===== config.mk =====
export PLATFORM = sky130hd
export DESIGN_NAME = mem_bus_arbiter
export DESIGN_NICKNAME = d
export VERILOG_FILES = /design/src/rtl/picocpu_bus_pkg.sv /design/src/rtl/arb_rr_pick2.sv /design/src/rtl/mem_bus_arbiter.sv
export SDC_FILE = /design/constraint.sdc
export NUM_CORES = 1
export LEC_CHECK = 0
export BUFFER_PORTS_ARGS = -buffer_cell sky130_fd_sc_hd__buf_4
export CORE_MARGIN = 5
export CORE_UTILIZATION = 38
export DETAILED_ROUTE_END_ITERATION = 10
export PLACE_DENSITY = 0.75
export SLEW_MARGIN = 10
export SYNTH_ARGS = -nofsm -noshare
export SYNTH_HDL_FRONTEND = slang
export SYNTH_SLANG_ARGS = --single-unit

===== constraint.sdc =====
create_clock -name CLK -period 1.5 [get_ports CLK]
set_clock_uncertainty 0.1 [all_clocks]
set_input_delay 0.15 -clock CLK [delete_from_list [all_inputs] [get_ports CLK]]
set_output_delay 0.15 -clock CLK [all_outputs]
set_load 0.005 [all_outputs]

===== src/rtl/picocpu_bus_pkg.sv =====
// Shared types for the picoCPU memory bus arbiter.
package picocpu_bus_pkg;

  localparam int NUM_MST = 2;

  typedef enum logic [1:0] {
    IDLE  = 2'd0,
    ISSUE = 2'd1,
    WAIT  = 2'd2,
    DONE  = 2'd3
  } arb_state_t;

  typedef enum logic {
    M0 = 1'b0,
    M1 = 1'b1
  } mst_t;

endpackage


===== src/rtl/arb_rr_pick2.sv =====
// Two-master round-robin picker with a lock override that lets M1
// keep the bus across a burst as long as it was the last owner.
module arb_rr_pick2
  import picocpu_bus_pkg::*;
(
  input  logic [NUM_MST-1:0] req,
  input  mst_t               last,
  input  logic               lock,
  output logic [NUM_MST-1:0] gnt,
  output logic               valid
);

  // One-hot pick: single requester wins outright, ties go to the
  // master that was not served last unless M1 holds the lock.
  always_comb begin
    gnt   = '0;
    valid = |req;
    case (req)
      2'b01:   gnt = 2'b01;
      2'b10:   gnt = 2'b10;
      2'b11:   gnt = (last == M0 || lock) ? 2'b10 : 2'b01;
      default: gnt = '0;
    endcase
  end

endmodule


===== src/rtl/mem_bus_arbiter.sv =====
// Serialises CPU (M0) and loader (M1) accesses onto the single-port RAM.
// Each transaction: one arbitration cycle, one strobe cycle, MEM_LAT-1
// wait cycles, one acknowledge cycle.
module mem_bus_arbiter
  import picocpu_bus_pkg::*;
#(
  parameter int AW      = 8,
  parameter int DW      = 8,
  parameter int MEM_LAT = 1
) (
  input  logic          CLK,
  input  logic          RES,
  input  logic          M0_REQ,
  input  logic          M0_WE,
  input  logic [AW-1:0] M0_ADDR,
  input  logic [DW-1:0] M0_WDATA,
  output logic          M0_ACK,
  output logic [DW-1:0] M0_RDATA,
  input  logic          M1_REQ,
  input  logic          M1_WE,
  input  logic [AW-1:0] M1_ADDR,
  input  logic [DW-1:0] M1_WDATA,
  output logic          M1_ACK,
  output logic [DW-1:0] M1_RDATA,
  input  logic          M1_LOCK,
  output logic          MEM_CS,
  output logic          MEM_WE,
  output logic [AW-1:0] MEM_ADDR,
  output logic [DW-1:0] MEM_WDATA,
  input  logic [DW-1:0] MEM_RDATA,
  output logic [1:0]    GNT,
  output logic          BUSY
);

  // state | meaning
  // IDLE  | arbitrate, latch winner's request
  // ISSUE | MEM_CS strobe for one cycle
  // WAIT  | RAM read latency beyond the first cycle
  // DONE  | ACK to owner, read data passed through

  localparam int CNT_W = 2;
  localparam logic [CNT_W-1:0] CNT_LAST = CNT_W'(MEM_LAT - 1);

  arb_state_t          state_q, state_d;
  logic [NUM_MST-1:0]  gnt_q, gnt_d;
  mst_t                last_q, last_d;
  logic [CNT_W-1:0]    cnt_q, cnt_d;
  logic                we_q, we_d;
  logic [AW-1:0]       addr_q, addr_d;
  logic [DW-1:0]       wdata_q, wdata_d;

  logic [NUM_MST-1:0]  pick_gnt;
  logic                pick_valid;
  logic                ack0, ack1;

  arb_rr_pick2 u_pick (
    .req   ({M1_REQ, M0_REQ}),
    .last  (last_q),
    .lock  (M1_LOCK),
    .gnt   (pick_gnt),
    .valid (pick_valid)
  );

  // State and request registers; reset aborts any transaction in flight.
  always_ff @(posedge CLK) begin
    if (RES) begin
      state_q <= IDLE;
      gnt_q   <= '0;
      last_q  <= M1;
      cnt_q   <= '0;
      we_q    <= 1'b0;
      addr_q  <= '0;
      wdata_q <= '0;
    end else begin
      state_q <= state_d;
      gnt_q   <= gnt_d;
      last_q  <= last_d;
      cnt_q   <= cnt_d;
      we_q    <= we_d;
      addr_q  <= addr_d;
      wdata_q <= wdata_d;
    end
  end

  // Next state, grant capture and latency counter.
  always_comb begin
    state_d = state_q;
    gnt_d   = gnt_q;
    last_d  = last_q;
    cnt_d   = cnt_q;
    we_d    = we_q;
    addr_d  = addr_q;
    wdata_d = wdata_q;
    case (state_q)
      IDLE: begin
        if (pick_valid) begin
          state_d = ISSUE;
          gnt_d   = pick_gnt;
          last_d  = pick_gnt[1] ? M1 : M0;
          we_d    = pick_gnt[1] ? M1_WE    : M0_WE;
          addr_d  = pick_gnt[1] ? M1_ADDR  : M0_ADDR;
          wdata_d = pick_gnt[1] ? M1_WDATA : M0_WDATA;
        end
      end
      ISSUE: begin
        if (MEM_LAT > 1) begin
          state_d = WAIT;
          cnt_d   = CNT_W'(1);
        end else begin
          state_d = DONE;
        end
      end
      WAIT: begin
        if (cnt_q == CNT_LAST) begin
          state_d = DONE;
          cnt_d   = '0;
        end else begin
          cnt_d = cnt_q + CNT_W'(1);
        end
      end
      DONE: begin
        state_d = IDLE;
        gnt_d   = '0;
      end
      default: state_d = IDLE;
    endcase
  end

  // Bus and master-side outputs decoded from the state and latched request.
  always_comb begin
    ack0      = (state_q == DONE) && gnt_q[0];
    ack1      = (state_q == DONE) && gnt_q[1];
    MEM_CS    = (state_q == ISSUE);
    MEM_WE    = (state_q == ISSUE) && we_q;
    MEM_ADDR  = addr_q;
    MEM_WDATA = wdata_q;
    M0_ACK    = ack0;
    M1_ACK    = ack1;
    M0_RDATA  = (ack0 && !we_q) ? MEM_RDATA : '0;
    M1_RDATA  = (ack1 && !we_q) ? MEM_RDATA : '0;
    GNT       = gnt_q;
    BUSY      = (state_q != IDLE);
  end

endmodule

# Yosys cells after proc, flatten, opt, wreduce, memory -nomap -nowiden
# Cells that the tools add are included.
# op_classes
eq_ne	8
addsub	1
n_reduce_logical	15
n_bitwise	1
n_mux	14
n_shift	0
order_cmp	0
n_div	0
mul	0
# op_table
operator	n
2-to-1 mux 8 bit	4
2-to-1 mux 2 bit	5
== test 2 bit (second input constant)	4
case mux 2 bit (4 select lines)	1
case mux 2 bit (3 select lines)	1
AND reduction 2 bit	3
logical AND 1 bit	5
== test 2 x 1 -> 1 bit (second input constant)	2
logical NOT 2 bit	2
inequality test 2 bit (second input constant)	2
case mux 2 bit (2 select lines)	1
nonzero test 2 bit	2
adder 2 x 1 -> 2 bit (second input constant)	1
2-to-1 mux 1 bit	2
OR reduction 2 bit	1
logical NOT 1 bit	1
logical OR 1 bit	1
NOT 1 bit	1
# word_totals
ff_bits	24
latch_bits	0
input_bits	47
mem_bits_rw	0
elab_cells	46
mem_bits_ro	0
mem_count	0
out_inout_bits	39

# Logic depth before layout (Yosys ltp)
# depth
ltp_word	6
depth_mapped	7
ltp_nobuf	5

# Hierarchy
# A second synthesis with hierarchy kept.
# unflattened
hier_cells	142
hier_area_um2	1418.9
# by_module_without_submodules
module	seq_area_each_um2	cells_per_inst	instances	area_each_um2
mem_bus_arbiter	480.5	137	1	1382.6
arb_rr_pick2	0.0	5	1	36.3

# Worst setup path before layout
# No wires, ideal clock.
# synth_timing
path_type	register to register
startpoint	reg state_q[0]
endpoint	reg addr_q[0] (netlist: MEM_ADDR[0])
path_stages_with_launch	8
setup_slack_ns	-0.028
t_required_ns	1.281
synth_period_minus_slack_ns	1.528
arrival_time_ns	1.310
setup_time_ns	0.119
path_buffers	2
path_cell_list	dfxtp_1 inv_1 ha_1 buf_4 o21ai_2 buf_2 a21oi_1 o221a_2
# synth_via
elab_chain_cells	2
# synth_lines
element	line_no	source
start: declaration	mem_bus_arbiter.sv:44	arb_state_t state_q, state_d;
start signal: assignment	mem_bus_arbiter.sv:75	state_q <= state_d;
logical NOT 2 bit	mem_bus_arbiter.sv:94	case (state_q)
AND reduction 2 bit (no source line)	--	
end signal: assignment	mem_bus_arbiter.sv:80	addr_q <= addr_d;
end: declaration	mem_bus_arbiter.sv:49	logic [AW-1:0] addr_q, addr_d;
# Every way passes these cells.
# A chain may end at the register's enable or synchronous reset.

# Worst setup path after layout
# layout_timing
startpoint	reg state_q[0]
endpoint	out M0_RDATA[3]
# layout_via
elab_chain_cells	4
# layout_lines
element	line_no	source
== test 2 bit	mem_bus_arbiter.sv:131	ack0 = (state_q == DONE) && gnt_q[0];
logical AND 1 bit	mem_bus_arbiter.sv:131	
logical AND 1 bit	mem_bus_arbiter.sv:139	M0_RDATA = (ack0 && !we_q) ? MEM_RDATA : '0;
2-to-1 mux 8 bit	mem_bus_arbiter.sv:139	
end: declaration	mem_bus_arbiter.sv:18	output logic [DW-1:0] M0_RDATA,
# Every way passes these cells.

==> impl_metrics.py <==
metrics = {
    "worst_hold_path": {
        "hp-start": "M0_WDATA[1]",
        "min_path_type": "input port to flip-flop",
        "holdPathEnd": "MEM_WDATA[1]",
        "hold_depth": 2,
    },
    "sta": {
        "fin_ws_ns": -0.1887,
        "timing.final.crit_share": 1.126,
        "rsz0062_at_grt": "yes",
        "slew_headroom": 0.6944,
        "finalHoldViolCount": 0,
        "layout_min_cycle_time_ns": 1.689,
        "worst_pin_slew_ns": 0.4562,
        "slew_viol_final": 0,
        "fmax_mhz": 592.2,
        "setup_viol": 35,
    },
    "floorplan": {
        "fp-row-count": 21,
        "design.die.area_um2": 4899,
        "core_area_um2": 3416,
        "die_h_um": 69.99,
        "pin_count": 86,
        "start_util": 0.4004,
        "die_w_um": 69.99,
    },
    "setup_path": {
        "critPathKind": "flip-flop to primary output",
        "cp.arrival_ns": 1.44,
        "timing.rr.start": "state_q[0]",
        "critPathLaunchType": "flip-flop",
        "critical_path_buf_inv_count": 1,
        "path_cells": "ha_4 -> and2_4 -> nor2b_4 -> and2_1 -> buf_4",
        "crit_fanout": 8,
        "required_ns": 1.25,
        "rr_worst_depth": 6,
        "crit_family": "simple AND/OR/NAND/NOR gates",
        "critical-path-slowest-cell": "dfxtp_4",
        "end_kind": "primary output",
        "reg2reg_slack_ns": -0.09,
        "worstReg2RegEnd": "state_q[1]",
        "cp.depth": 5,
        "cpPeakStageDelay_ns": 0.39,
    },
    "clocking": {
        "clock_latency_ns": 0.33,
        "htree_levels": 1,
        "clkTransAtPathRegs_ns": 0.12,
        "cts_tree": "yes",
        "clockBufferDepth": 2,
        "clkSinkCount": 24,
        "ctsRootBufferMaster": "clkbuf_4",
        "cts_made_buffers": 3,
    },
    "finish": {
        "layout.nets": 332,
        "area_growth_pct": 106.7,
        "drive_above_1_share": 0.5935,
        "final_util": 0.8275,
    },
    "synthesis": {
        "synth_area_um2": 1368,
        "synth_nets": 208,
        "yosys.cell_types.count": 30,
        "synth_seq_cells": 24,
        "synth_warnings": 0,
        "synthCells": 155,
        "yosysSeqAreaShare": 0.3513,
        "synth_area_per_cell_um2": 8.823,
    },
    "route": {
        "wl_per_cell_um": 19.51,
        "ant_nets": 0,
        "via_count": 1754,
        "drtIter0Drc": 64,
        "viasPerCell": 5.397,
        "drc": 0,
        "dr.pass1.iters": 4,
        "routed_wl_um": 6341,
    },
    "grt": {
        "grt_overflow": 0,
        "grt_max_degree": 19,
        "track_usage": 0.1805,
        "grt_pass1_vias": 1570,
        "grt_pass1_wl_um": 7251,
        "antenna_found_initial": 1,
    },
    "power_and_ir_drop": {
        "total_power_mw": 2.108,
        "ir_drop_mv": 0.8491,
        "leakage_nw": 1.234,
        "power_density_nw_per_um2": 745.9,
    },
    "place": {
        "routabilityCongestion": 0.7855,
        "pre_cts_slack_ns": -0.1177,
        "portBuffers": 85,
        "place_hpwl_um": 3093,
    },
    "status": {
        "violations": "setup timing",
        "status": "complete, but fails checks",
    },
    "job": {
        "cap_violations": 0,
    },
}
[cells in the mapped netlist (all sizes together)]
library cell | n | area (µm²)
a21o | 2 | 15.01
o221a | 14 | 157.7
nor3 | 3 | 15.01
a311oi | 1 | 8.760
buf | 6 | 43.79
and2b | 1 | 7.510
and2 | 19 | 118.9
nor2b | 2 | 12.51
o211ai | 1 | 21.27
o21ai | 3 | 18.77
o41ai | 3 | 26.28
nand3 | 2 | 10.01
or2b | 3 | 22.52
ha | 6 | 75.07
nand3b | 4 | 30.03
dfxtp | 24 | 480.5
clkbuf | 3 | 11.26
inv | 21 | 78.83
nor2 | 3 | 11.26
a21oi | 24 | 123.9
o2111ai | 1 | 8.760
nand2b | 4 | 25.02
nand4 | 1 | 6.260
mux2i | 2 | 20.02
or3b | 1 | 11.26
nor3b | 1 | 7.510
[cells by family (layout without fill, tap and decap cells)]
kind of cell	after synthesis	after routing	synth area share
other cells	0	1	0
simple gates	44	44	0.2031
buf+inv	30	150	0.09790
flops	24	24	0.3513
fa+ha+maj	6	6	0.05489
mux	2	2	0.01464
compound gates	49	52	0.2781
[worst max-delay path by stage]
stage	startpoint	end
3_3_place_gp	state_q[0]	M0_RDATA[1]
2_1_floorplan	state_q[1]	state_q[1]
3_5_place_dp	state_q[1]	M1_RDATA[5]
6_report	state_q[0]	M0_RDATA[3]
5_1_grt	state_q[0]	M0_RDATA[6]
4_1_cts	state_q[1]	M1_RDATA[5]
[per-stage QoR]
stage | instance area, µm² | cells | setup TNS (ns) | hold WS, ns
6_report | 2826 | 325 | -3.841 | 0.0002839
5_1_grt | 2826 | 325 | -6.156 | -0.009215
3_3_place_gp | 2074 | 284 | -0.9750 | 0.3151
4_1_cts | 2479 | 318 | -2.925 | 0.0001731
2_1_floorplan | 1388 | 155 | 0 | 0.2301
3_5_place_dp | 2074 | 284 | -1.698 | 0.3178
[worst reg2reg max path, stage by stage (launching register included)]
cell and delay (ns):
dfxtp_4 0.38, buf_6 0.13, inv_4 0.06, ha_4 0.16
or3b_4 0.42, a21o_1 0.18, a21oi_2 0.10
[area by class of cell]
type / count / area, µm²
tap: 46 / 57.56
clock buffer: 4 / 36.28
fill: 209 / 589.3
timing repair buffer: 125 / 1056
antenna: 1 / 2.502
multi-input combinational: 104 / 1102
sequential: 24 / 488.0
inverter: 21 / 83.83
[cell usage in the layout (no fill, tap or decap), drive strengths merged]
| master | instances |
|---|---|
| buf | 102 |
| dfxtp | 24 |
| a21oi | 24 |
| dlygate4sd3 | 23 |
| inv | 21 |
| and2 | 19 |
| o221a | 14 |
| ha | 6 |
| o21ai | 5 |
| nand3b | 4 |
| nand2b | 4 |
| clkbuf | 4 |
| nor3 | 3 |
| or2b | 3 |
| nor2 | 3 |
| o41ai | 3 |
| nor2b | 2 |
| mux2i | 2 |
| o211ai | 2 |
| a21o | 2 |
| nand3 | 2 |
| diode | 1 |
| nor3b | 1 |
| and2b | 1 |
| o2111ai | 1 |
| or3b | 1 |
| a311oi | 1 |
| nand4 | 1 |
[registers in the layout, summed over array words and instances (netlist names)]
signal and cells:
MEM_WDATA 8, cnt_q 2, GNT 2, state_q 2, MEM_ADDR 8, we_q 1, last_q 1
[timing repair]
| item | in CTS | in global routing |
|---|---|---|
| setup buffers | 8 | 1 |
| resized for setup | 23 | 57 |
| pin swaps | 23 | 29 |
| hold buffers | 22 | 1 |
| setup endpoints to repair | 19 | 41 |
| hold endpoints to repair | 13 | 1 |
| gates cloned | 0 | 4 |
[metal layers]
metal | vias up | part of all wire | GRT usage
met2 | 109 | 0.53 | 0.3284
li1 | 804 | - | -
met4 | 0 | 0.045 | 0.04681
met5 | - | 0 | 0
met1 | 820 | 0.35 | 0.2021
met3 | 21 | 0.079 | 0.05595
[power by group]
group          switching (mW)  leakage (nW)  internal [mW]
logic                   0.438          1.01          0.533
registers              0.0632         0.199          0.718
clock network           0.207        0.0210          0.149
total                   0.708          1.23           1.40
Note: power is estimated with default switching activity, not from simulation.
